<file path="config.mk">
export PLATFORM = sky130hd
export DESIGN_NAME = mips_cpu_divider_flat
export DESIGN_NICKNAME = d
export VERILOG_FILES = /design/src/rtl/mips_cpu_pkg.sv /design/src/rtl/mips_cpu_divider_if.sv /design/src/rtl/mips_cpu_divider.sv /design/src/flat_wrapper.sv
export SDC_FILE = /design/constraint.sdc
export NUM_CORES = 1
export LEC_CHECK = 0
export CORE_AREA = 2 2 141 143
export DETAILED_ROUTE_END_ITERATION = 10
export DIE_AREA = 0 0 143 145
export PLACE_DENSITY = 0.95
export SLEW_MARGIN = 25
export SYNTH_ARGS = -nofsm -noshare
export SYNTH_HDL_FRONTEND = slang
export SYNTH_SLANG_ARGS = --single-unit
</file>
<file path="constraint.sdc">
create_clock -name clk -period 6.7 [get_ports clk]
set_clock_uncertainty 0.2 [all_clocks]
set_input_delay 1.005 -clock clk [delete_from_list [all_inputs] [get_ports clk]]
set_output_delay 1.005 -clock clk [all_outputs]
set_load 0.005 [all_outputs]
</file>
<file path="src/rtl/mips_cpu_pkg.sv">
// rtl/mips_cpu_pkg.sv - shared types and constants for the mips_cpu divider
package mips_cpu_pkg;

  typedef enum logic [1:0] {
    IDLE,
    RUN,
    FIX,
    DONE
  } div_state_t;

  localparam int          DIV_ITERATIONS    = 32;
  localparam logic [31:0] DIV_ZERO_QUOTIENT = 32'hFFFF_FFFF;

endpackage

</file>
<file path="src/rtl/mips_cpu_divider_if.sv">
// rtl/mips_cpu_divider_if.sv - request/result bundle between execute stage and divider
interface mips_cpu_divider_if #(
  parameter int WIDTH = 32
);

  logic             start;
  logic             is_signed;
  logic [WIDTH-1:0] dividend;
  logic [WIDTH-1:0] divisor;
  logic             busy;
  logic             done;
  logic [WIDTH-1:0] quotient;
  logic [WIDTH-1:0] remainder;

  modport master (
    output start, is_signed, dividend, divisor,
    input  busy, done, quotient, remainder
  );

  modport slave (
    input  start, is_signed, dividend, divisor,
    output busy, done, quotient, remainder
  );

endinterface

</file>
<file path="src/rtl/mips_cpu_divider.sv">
// rtl/mips_cpu_divider.sv - multi-cycle restoring DIV/DIVU unit
// Optional MIPS_CPU_DIV_ZERO_FASTPATH_EN: zero divisor skips RUN and goes straight to FIX.
module mips_cpu_divider
  import mips_cpu_pkg::*;
#(
  parameter int WIDTH = 32
) (
  input logic               clk,
  input logic               reset,
  mips_cpu_divider_if.slave div
);

  localparam int CNT_W = $clog2(DIV_ITERATIONS);

  div_state_t       state_q, state_d;
  logic [CNT_W-1:0] cnt_q, cnt_d;
  logic [WIDTH-1:0] rem_q, rem_d;
  logic [WIDTH-1:0] quo_q, quo_d;
  logic [WIDTH-1:0] dvs_q, dvs_d;
  logic             q_neg_q, q_neg_d;
  logic             r_neg_q, r_neg_d;
  logic             zero_q, zero_d;
  logic             busy_q, busy_d;
  logic             done_q, done_d;
  logic [WIDTH-1:0] quotient_q, quotient_d;
  logic [WIDTH-1:0] remainder_q, remainder_d;

  logic             dvd_neg, dvs_neg;
  logic [WIDTH-1:0] dvd_abs, dvs_abs;
  logic [WIDTH:0]   shifted, trial;

  always_comb begin
    dvd_neg = div.is_signed & div.dividend[WIDTH-1];
    dvs_neg = div.is_signed & div.divisor[WIDTH-1];
    dvd_abs = dvd_neg ? -div.dividend : div.dividend;
    dvs_abs = dvs_neg ? -div.divisor : div.divisor;
    // quo_q holds the remaining dividend bits; its MSB feeds the partial remainder
    shifted = {rem_q, quo_q[WIDTH-1]};
    trial   = shifted - {1'b0, dvs_q};

    state_d     = state_q;
    cnt_d       = cnt_q;
    rem_d       = rem_q;
    quo_d       = quo_q;
    dvs_d       = dvs_q;
    q_neg_d     = q_neg_q;
    r_neg_d     = r_neg_q;
    zero_d      = zero_q;
    busy_d      = busy_q;
    done_d      = done_q;
    quotient_d  = quotient_q;
    remainder_d = remainder_q;

    case (state_q)
      IDLE: begin
        if (div.start) begin
          rem_d   = '0;
          quo_d   = dvd_abs;
          dvs_d   = dvs_abs;
          q_neg_d = dvd_neg ^ dvs_neg;
          r_neg_d = dvd_neg;
          zero_d  = (div.divisor == '0);
          cnt_d   = '0;
          busy_d  = 1'b1;
          state_d = RUN;
`ifdef MIPS_CPU_DIV_ZERO_FASTPATH_EN
          if (div.divisor == '0) begin
            rem_d   = dvd_abs;
            state_d = FIX;
          end
`endif
        end
      end
      RUN: begin
        if (!trial[WIDTH]) begin
          rem_d = trial[WIDTH-1:0];
          quo_d = {quo_q[WIDTH-2:0], 1'b1};
        end else begin
          rem_d = shifted[WIDTH-1:0];
          quo_d = {quo_q[WIDTH-2:0], 1'b0};
        end
        cnt_d = cnt_q + 1'b1;
        if (cnt_q == CNT_W'(DIV_ITERATIONS - 1)) begin
          state_d = FIX;
        end
      end
      FIX: begin
        // Zero divisor: sign fix-up of |dividend| restores the original dividend
        quotient_d  = zero_q ? DIV_ZERO_QUOTIENT[WIDTH-1:0] : (q_neg_q ? -quo_q : quo_q);
        remainder_d = r_neg_q ? -rem_q : rem_q;
        done_d      = 1'b1;
        busy_d      = 1'b0;
        state_d     = DONE;
      end
      DONE: begin
        done_d  = 1'b0;
        state_d = IDLE;
      end
      default: state_d = IDLE;
    endcase
  end

  always_ff @(posedge clk or negedge reset) begin
    if (!reset) begin
      state_q     <= IDLE;
      cnt_q       <= '0;
      rem_q       <= '0;
      quo_q       <= '0;
      dvs_q       <= '0;
      q_neg_q     <= 1'b0;
      r_neg_q     <= 1'b0;
      zero_q      <= 1'b0;
      busy_q      <= 1'b0;
      done_q      <= 1'b0;
      quotient_q  <= '0;
      remainder_q <= '0;
    end else begin
      state_q     <= state_d;
      cnt_q       <= cnt_d;
      rem_q       <= rem_d;
      quo_q       <= quo_d;
      dvs_q       <= dvs_d;
      q_neg_q     <= q_neg_d;
      r_neg_q     <= r_neg_d;
      zero_q      <= zero_d;
      busy_q      <= busy_d;
      done_q      <= done_d;
      quotient_q  <= quotient_d;
      remainder_q <= remainder_d;
    end
  end

  assign div.busy      = busy_q;
  assign div.done      = done_q;
  assign div.quotient  = quotient_q;
  assign div.remainder = remainder_q;

endmodule
</file>
<file path="src/flat_wrapper.sv">
// flat-port wrapper written by rule: the top's interface ports become plain ports
module mips_cpu_divider_flat import mips_cpu_pkg::*;
#(
  parameter int WIDTH = 32
)
  (clk, reset, div_start, div_is_signed, div_dividend, div_divisor, div_busy, div_done, div_quotient, div_remainder);
  mips_cpu_divider_if #(.WIDTH(WIDTH)) div_i ();
  input logic clk;
  input logic reset;
  input wire logic [$bits(div_i.start)-1:0] div_start;
  input wire logic [$bits(div_i.is_signed)-1:0] div_is_signed;
  input wire logic [$bits(div_i.dividend)-1:0] div_dividend;
  input wire logic [$bits(div_i.divisor)-1:0] div_divisor;
  output wire logic [$bits(div_i.busy)-1:0] div_busy;
  output wire logic [$bits(div_i.done)-1:0] div_done;
  output wire logic [$bits(div_i.quotient)-1:0] div_quotient;
  output wire logic [$bits(div_i.remainder)-1:0] div_remainder;
  assign div_i.start = div_start;
  assign div_i.is_signed = div_is_signed;
  assign div_i.dividend = div_dividend;
  assign div_i.divisor = div_divisor;
  assign div_busy = div_i.busy;
  assign div_done = div_i.done;
  assign div_quotient = div_i.quotient;
  assign div_remainder = div_i.remainder;
  mips_cpu_divider #(.WIDTH(WIDTH)) u_core (.clk(clk), .reset(reset), .div(div_i));
endmodule
</file>
[After elaboration in Yosys (flattened, before gate mapping)]
Cells that the tools add are included.
W data, S select, Z words.
Operators by class
  muxes and demuxes: 19
  reductions and logical operators: 9
  bitwise logic cells: 3
  equality and inequality tests: 6
  $add $sub $neg: 6
Operators by type and width (number)
  $mux W32: 8
  $neg A32 Y32: 4
  $pmux W32 S2: 2
  $sub A33 B32 Y33: 1
  $logic_not A32 Y1: 1
  $pmux W5 S2: 1
  $pmux W2 S4: 1
  $reduce_and A2 Y1: 4
  $reduce_bool A2 Y1: 3
  $add A5 B1 Y5 const B: 1
  $eq A5 B5 Y1 const B: 1
  $mux W5: 1
  $eq A2 B2 Y1 const B: 2
  $mux W2: 2
  $pmux W1 S2: 2
  $and A1 B1 Y1: 2
  $eq A2 B1 Y1 const B: 1
  $logic_not A2 Y1: 1
  $mux W1: 2
  $ne A2 B1 Y1 const B: 1
  $ne A2 B2 Y1 const B: 1
  $xor A1 B1 Y1: 1
Storage, ports and cells
  input bits: 68
  output and inout bits: 66
  register bits: 172

[Longest topological paths before layout]
Gate-level depths: netlist (run 1).
  depth in word-level cells: 4
  gate-level depth with buffers: 14

[Least setup slack after synthesis (run 1)]
Ideal clock, no wire load.
  path type: in2reg
  from: in div_divisor[1]
  to: reg u_core.dvs_q[27]
  library setup time: 0.135 ns
  stages on the path: 9
  buffers on the path: 0
  required time: 6.365 ns
  data arrival time: 3.043 ns
  setup slack: 3.322 ns
  cell sequence: or4_1 > nor4_2 > nand3_1 > nor3_1 > nand2_1 > or2_2 > o31ai_1 > xor2_1 > o21ai_0
On the way
  word-level cells in the longest chain between the ends: 2
Ends and longest elaborated chain
  from (decl): line flat_wrapper.sv:13  | input wire logic [$bits(div_i.divisor)-1:0] div_divisor;
  $neg A32 Y32: line mips_cpu_divider.sv:36  | dvs_abs = dvs_neg ? -div.divisor : div.divisor;
  $mux W32: line mips_cpu_divider.sv:36
  to (signal assigned): line mips_cpu_divider.sv:122  | dvs_q <= dvs_d;
  to (decl): line mips_cpu_divider.sv:19  | logic [WIDTH-1:0] dvs_q, dvs_d;
No other way between the ends.
A chain may end at the register's enable or synchronous reset.

[Final worst setup path (run 1)]
  from: reg u_core.quo_q[31]
  to: reg u_core.rem_q[8]
On the way
  word-level cells in the longest chain between the ends: 3
Ends and longest elaborated chain
  from (decl): line mips_cpu_divider.sv:18  | logic [WIDTH-1:0] quo_q, quo_d;
  from (signal assigned): line mips_cpu_divider.sv:121  | quo_q <= quo_d;
  $sub A33 B32 Y33: line mips_cpu_divider.sv:39  | trial = shifted - {1'b0, dvs_q};
  $mux W32: line mips_cpu_divider.sv:75  | if (!trial[WIDTH]) begin
  $pmux W32 S2: line mips_cpu_divider.sv:54  | case (state_q)
  to (signal assigned): line mips_cpu_divider.sv:120  | rem_q <= rem_d;
  to (decl): line mips_cpu_divider.sv:17  | logic [WIDTH-1:0] rem_q, rem_d;
No other way between the ends.

==> run summary, run 1 <==
Clk pin slew, worst setup/hold paths: 0.06 ns
Final Max Tran Viols: 0
Worst setup SP type: register
GRT Overall Usage: 30.1%
Initial Utilization: 58.8%
First-pass GRT wire length: 50400 µm
Placer Congestion: 0.951
Die Y: 145 µm
Final WL: 30500 µm
Non-filler instance count after layout: 1715
Drt drc: 0
Setup tns final: 0 ns
Reg2reg path depth: 13
Simple-gate share of the synthesized area: 17.4%
Total Power: 7.20 mW
Die area: 20700 µm²
Reg2reg end: u_core.rem_q[8]
Setup CP Type: reg2reg
CTS buffer count: 17
Yosys reg bits: 172
Cell leakage power: 5.70 nW
R2r setup slk: 2.48 ns
Synth Area in XOR/XNOR: 11.0%
Fraction of layout cells with a size suffix above 1: 3.93%
Leading post-synthesis cells by cell area: dfrtp_1, o21ai_0, xor2_1
Max-cap violations: 0
Relative slew slack: 33.2%
Hold_buf cts: 0
Post-route worst setup slack: 2.48 ns
Number of flops mapped to enable cells by yosys: 0
Synth unique cells: 58
Final period util: 63.0%
# port buffers: 133
CTS tree: built
Clock Sinks: 172
Max VDD drop: 0.000253 V
Least-Margin Pin Slew: 1.00 ns
Syn nets: 1457
Post-DP HPWL: 21900 µm
Syn-to-layout area delta: 18.6%
Switch share: 45.5%
Final hold violations: 0
Yosys warns: 0
M3 GR Usage: 5.45%
Antenna viol nets, final: 0
Power share of the sequential group: 28.6%
Syn Area/Cell: 8.40 µm²
Initial drt markers: 1095
Initial antenna violation count: 0
Vias in the first global route: 10.0k
Post-CTS setup buffer count: 0
Pint: 3.92 mW
Drt pass-1 iters: 6
Commonest cells post-synth: dfrtp_1, nand2_1, o21ai_0, a21oi_1, nor2_1
CP Capture Type: register
H-tree depth: 4
Largest net degree at the start of global routing: 111
Setup violators final: 0
Main synth FF type: dfrtp_1
Via count: 10.5k
Fin Hold WS: 0.283 ns
Core ar.: 19200 µm²
Main combinational cell family by area after synthesis: compound AO/OA/AOI/OAI gates
Status: complete, no violations
FP Rows: 51
Clk network pwr share: 14.1%
DR vias/cell: 6.15
Synth area leader: dfrtp_1
Busiest grt layer: met2
Setup WS pre-CTS: 2.52 ns
Fmax achieved: 0.237 GHz
Met2 Use GR: 46.3%
CP max FO: 35
Final Net Count: 1548
Top-area cell type share of the netlist area: 38.1%
Wire per inst: 17.8 µm
Mux share of post-synthesis cell area: 2.87%
Chip width: 143 µm
Post-Syn Area: 11300 µm²
Most numerous cell in the Yosys netlist: dfrtp_1
Worst Hold Class: reg2reg
RR Startpoint: u_core.quo_q[31]
Clock latency on the worst-skew pair: 0.44 ns
Boundary pin count: 134
Sequential area share after synthesis: 38.1%
Pwr dens: 537 nW/µm²
Max Buffers Root-to-Sink: 2
Fin crit period: 4.22 ns
Met1 Use GR: 44.0%
RSZ-0062 raised after global routing: no
Asr flop ratio synth: 100%
Post-Syn Instances: 1346
GR Overflow Total: 0
Synth Area in Compound Gates: 21.7%
NetSw: 3.28 mW
Post-CTS resize count: 0
Diode count: 0
Worst EP arrival: 4.29 ns
Worst setup path start: u_core.quo_q[31]
Adder-cell area share of the yosys netlist: 4.83%
CP required: 6.77 ns
Combinational power share: 57.3%
Clock root buffer: clkbuf_16
Critical path destination: u_core.rem_q[8]
Placed cell count: 1683
[routing by layer]
layer  vias up  share of wire [%]
met5         -                  0
met1      4994                 43
li1       4952                  -
met4         0                1.7
met3        48                9.7
met2       547                 46
[metrics by stage]
stage	util (%)	area [µm²]
after global placement	66.6	12800
after detailed placement	66.6	12800
final	69.8	13400
after global routing	69.8	13400
after floorplan	-	11300
after CTS	69.8	13400
[cell type report]
type                    count  area, µm²
multi-input cells        1052       6570
fillers                  1406       5810
flip-flops and latches    172       4300
repair buffers            141       1390
clock buffers              19        433
well taps                 265        332
inverters                  53        199
clock inverters            13        166
[cell usage in the layout, fill, tap and decap left out, types with 8 or more instances in the layout]
cell             netlist  layout
o31ai_1               29      29
inv_1                 53      53
nor4_1                12      12
nand2_1              157     157
nor3_1                21      21
dfrtp_1              172     172
o21bai_1               8       8
buf_4                  0       8
ha_1                  42      40
xor2_1                74      74
o41ai_1               17      17
nand3_1               19      19
a21o_1                12      12
a21oi_1              127     127
clkdlybuf4s50_1        0     132
nor2_1               125     125
xnor2_1               68      68
o21ai_0              150     150
o22a_1                20      20
or3_1                 17      17
or4_1                 16      16
nand2b_1              14      14
mux2i_1               29      29
clkbuf_16              0      17
[flip-flops by register name, summed over array words and instances, names as in the netlist]
name,cells
u_core.cnt_q,5
u_core.div.busy,1
u_core.div.done,1
u_core.div.quotient,32
u_core.div.remainder,32
u_core.dvs_q,32
u_core.q_neg_q,1
u_core.quo_q,32
u_core.r_neg_q,1
u_core.rem_q,32
u_core.state_q,2
u_core.zero_q,1
[power groups by stage]
stage                     Clock [mW]  Combinational, mW  Sequential [mW]
after floorplan                    0               2.88             1.88
final                           1.02               4.12             2.06
after detailed placement           0               4.00             2.05
after global routing            1.06               4.56             2.12
after global placement             0               3.84             2.01
after CTS                       1.02               4.08             2.04
[worst max-delay path, stage by stage, from the launching register on]
cell and delay, ns:
dfrtp_1 0.35, inv_1 0.11, ha_1 0.24, fa_1 0.40, nand2b_1 0.19, a21oi_1 0.22
o21ai_0 0.21, a21oi_1 0.43, a21oi_1 0.28, o211a_1 0.33, o22ai_4 0.21, buf_4 0.49
mux2i_1 0.28, o21ai_0 0.10
[kinds of logic after synthesis]
group,after synthesis
fa+ha+maj,43
flops,172
buf+inv,122
compound gates,410
mux,32
simple gates,425
xor+xnor,142
[how the worst min path moves through the flow]
stage | slack [ns] | to | from | cells after the start
global placement | 0.26 | u_core.dvs_q[28] | u_core.dvs_q[28] | 2
floorplan | 0.25 | u_core.dvs_q[10] | u_core.dvs_q[10] | 2
finish | 0.28 | u_core.dvs_q[26] | u_core.dvs_q[26] | 2
CTS | 0.29 | u_core.dvs_q[16] | u_core.dvs_q[16] | 2
global route | 0.31 | u_core.dvs_q[7] | u_core.dvs_q[7] | 2
detailed placement | 0.27 | u_core.dvs_q[16] | u_core.dvs_q[16] | 2
Power figures use the tool's default switching activity.
==> run 2: changes to the inputs <==
--- a/config.mk
+++ b/config.mk
@@ -5,10 +5,10 @@
 export SDC_FILE = /design/constraint.sdc
 export NUM_CORES = 1
 export LEC_CHECK = 0
-export CORE_AREA = 2 2 141 143
+export CORE_AREA = 2 2 144 146
 export DETAILED_ROUTE_END_ITERATION = 10
-export DIE_AREA = 0 0 143 145
-export PLACE_DENSITY = 0.95
+export DIE_AREA = 0 0 146 148
+export PLACE_DENSITY = 0.91
 export SLEW_MARGIN = 25
 export SYNTH_ARGS = -nofsm -noshare
 export SYNTH_HDL_FRONTEND = slang
==> constraint.sdc (replaced) <==
create_clock -name clk -period 4.15 [get_ports clk]
set_clock_uncertainty 0.2 [all_clocks]
set_input_delay 0.6225 -clock clk [delete_from_list [all_inputs] [get_ports clk]]
set_output_delay 0.6225 -clock clk [all_outputs]
set_load 0.005 [all_outputs]
==> run summary, run 2 (synthesis gave the netlist of run 1 again) <==
Drt pass-1 iters: 6 (unchanged)
Cell leakage power: 5.77 nW (+1.1%)
Initial drt markers: 1261 (+15%)
CP required: 4.26 ns (-2.51 ns)
Footprint of the multi-input gates: 6570 µm² (unchanged)
Total Power: 11.7 mW (+63%)
Pwr dens: 867 nW/µm² (+61%)
Die area: 21600 µm² (+4.2%)
Initial antenna violation count: 0 (unchanged)
# port buffers: 133 (unchanged)
RR Startpoint: u_core.dvs_q[0]
Status: complete, no violations
FILL cells: 1553 (+10%)
Core ar.: 20000 µm² (+4.3%)
Final Net Count: 1558 (+0.65%)
Via count: 10.5k (-0.37%)
Fmax achieved: 0.271 GHz (+15%)
Die Y: 148 µm (+2.1%)
Initial Utilization: 56.4% (-2.4 points)
DR vias/cell: 6.07 (-1.2%)
Setup tns final: 0 ns (unchanged)
Relative slew slack: 35.5% (+2.3 points)
H-tree depth: 4 (unchanged)
First-pass GRT wire length: 49100 µm (-2.6%)
CTS buffer count: 17 (unchanged)
Worst Hold Class: in2async
GR Overflow Total: 0 (unchanged)
Max VDD drop: 0.000452 V (+78%)
Post-DP HPWL: 21900 µm (about the same)
Worst setup path start: u_core.dvs_q[0]
Fin crit period: 3.68 ns (-0.535 ns)
Chip width: 146 µm (+2.1%)
Clock Sinks: 172 (unchanged)
Diode count: 0 (unchanged)
Final hold violations: 0 (unchanged)
Boundary pin count: 134 (unchanged)
Clock root buffer: clkbuf_16
Antenna viol nets, final: 0 (unchanged)
Vias in the first global route: 9935 (-0.77%)
Clk pin slew, worst setup/hold paths: 0.07 ns (about the same)
Max Buffers Root-to-Sink: 2 (unchanged)
Hold_buf cts: 0 (unchanged)
Setup WS pre-CTS: 0.295 ns (-2.22 ns)
Largest net degree at the start of global routing: 92 (-17%)
Reg2reg path depth: 12 (-1)
RSZ-0062 raised after global routing: no
CP max FO: 16 (-54%)
GRT Overall Usage: 27.9% (-2.2 points)
Worst setup SP type: register
Fraction of layout cells with a size suffix above 1: 4.66% (+0.73 points)
Wire per inst: 17.4 µm (-2.2%)
Final period util: 88.8% (+26 points)
Post-CTS setup buffer count: 0 (unchanged)
Post-route worst setup slack: 0.467 ns (-2.01 ns)
CTS tree: built
Placer Congestion: 0.875 (-8.0%)
Least-Margin Pin Slew: 0.968 ns (-0.0345 ns)
Setup violators final: 0 (unchanged)
Drt drc: 0 (unchanged)
FP Rows: 52 (+2.0%)
Final Max Tran Viols: 0 (unchanged)
Setup CP Type: reg2reg
Worst EP arrival: 3.79 ns (-0.50 ns)
Commonest non-fill, non-tap cell in the layout: dfrtp_1
Syn-to-layout area delta: 19.6%
Max-cap violations: 0 (unchanged)
Final WL: 30100 µm (-1.3%)
Post-CTS resize count: 0 (unchanged)
Reg area: 4300 µm² (unchanged)
Clock latency on the worst-skew pair: 0.44 ns (about the same)
Most frequent cells in the layout: dfrtp_1, nand2_1, o21ai_0
CP Capture Type: register
[run 2: worst max-delay path: stages, from the launching register on]
cell,delay (ns)
dfrtp_1,0.43
ha_1,0.24
fa_1,0.40
nand2b_1,0.18
a21oi_1,0.16
o21ai_0,0.18
a21oi_1,0.21
a21oi_1,0.16
o211a_1,0.28
o22ai_4,0.46
buf_12,0.24
mux2i_1,0.26
o21ai_0,0.13
[run 2: cell type report]
class / instances / area share [%]
Inverter: 53 / 1.47
Tap cell: 270 / 2.50
Clock inverter: 13 / 1.11
Timing Repair Buffer: 151 / 11.1
Sequential cell: 172 / 31.9
Clock buffer: 19 / 3.28
Multi-Input combinational cell: 1052 / 48.6
[run 2: power breakdown]
part           switching, mW  internal, mW  total (mW)
logic                   3.76          3.05        6.81
registers              0.838          2.46        3.30
clock network          0.739         0.871        1.61
[run 2: metal layers]
metal	part of all wire (%)	global-route usage [%]	vias up
met3	8.2	5.19	57
met1	44	39.5	5007
met4	2.2	8.98	0
met2	45	43.7	459
li1	-	-	4979
met5	0	0	-
[run 2: final timing paths]
path | slack [ns] | end
worst max-delay path | 0.47 | u_core.rem_q[3]
worst min-delay path | 0.06 | u_core.dvs_q[11]
worst max register to register | 0.47 | u_core.rem_q[3]
worst min register to register | 0.28 | u_core.dvs_q[17]
max in group asynchronous | 2.75 | u_core.div.remainder[19]
min in group clk | 0.28 | u_core.dvs_q[17]
[run 2: per-stage QoR]
step                      utilization, %  hold slack [ns]  cells  instance area (µm²)
after detailed placement            64.5            0.270   1698                12900
final                               67.4           0.0648   1730                13500
after floorplan                        -            0.127   1346                11300
after CTS                           67.4            0.101   1730                13500
after global routing                67.4            0.134   1730                13500
after global placement              64.5            0.262   1698                12900
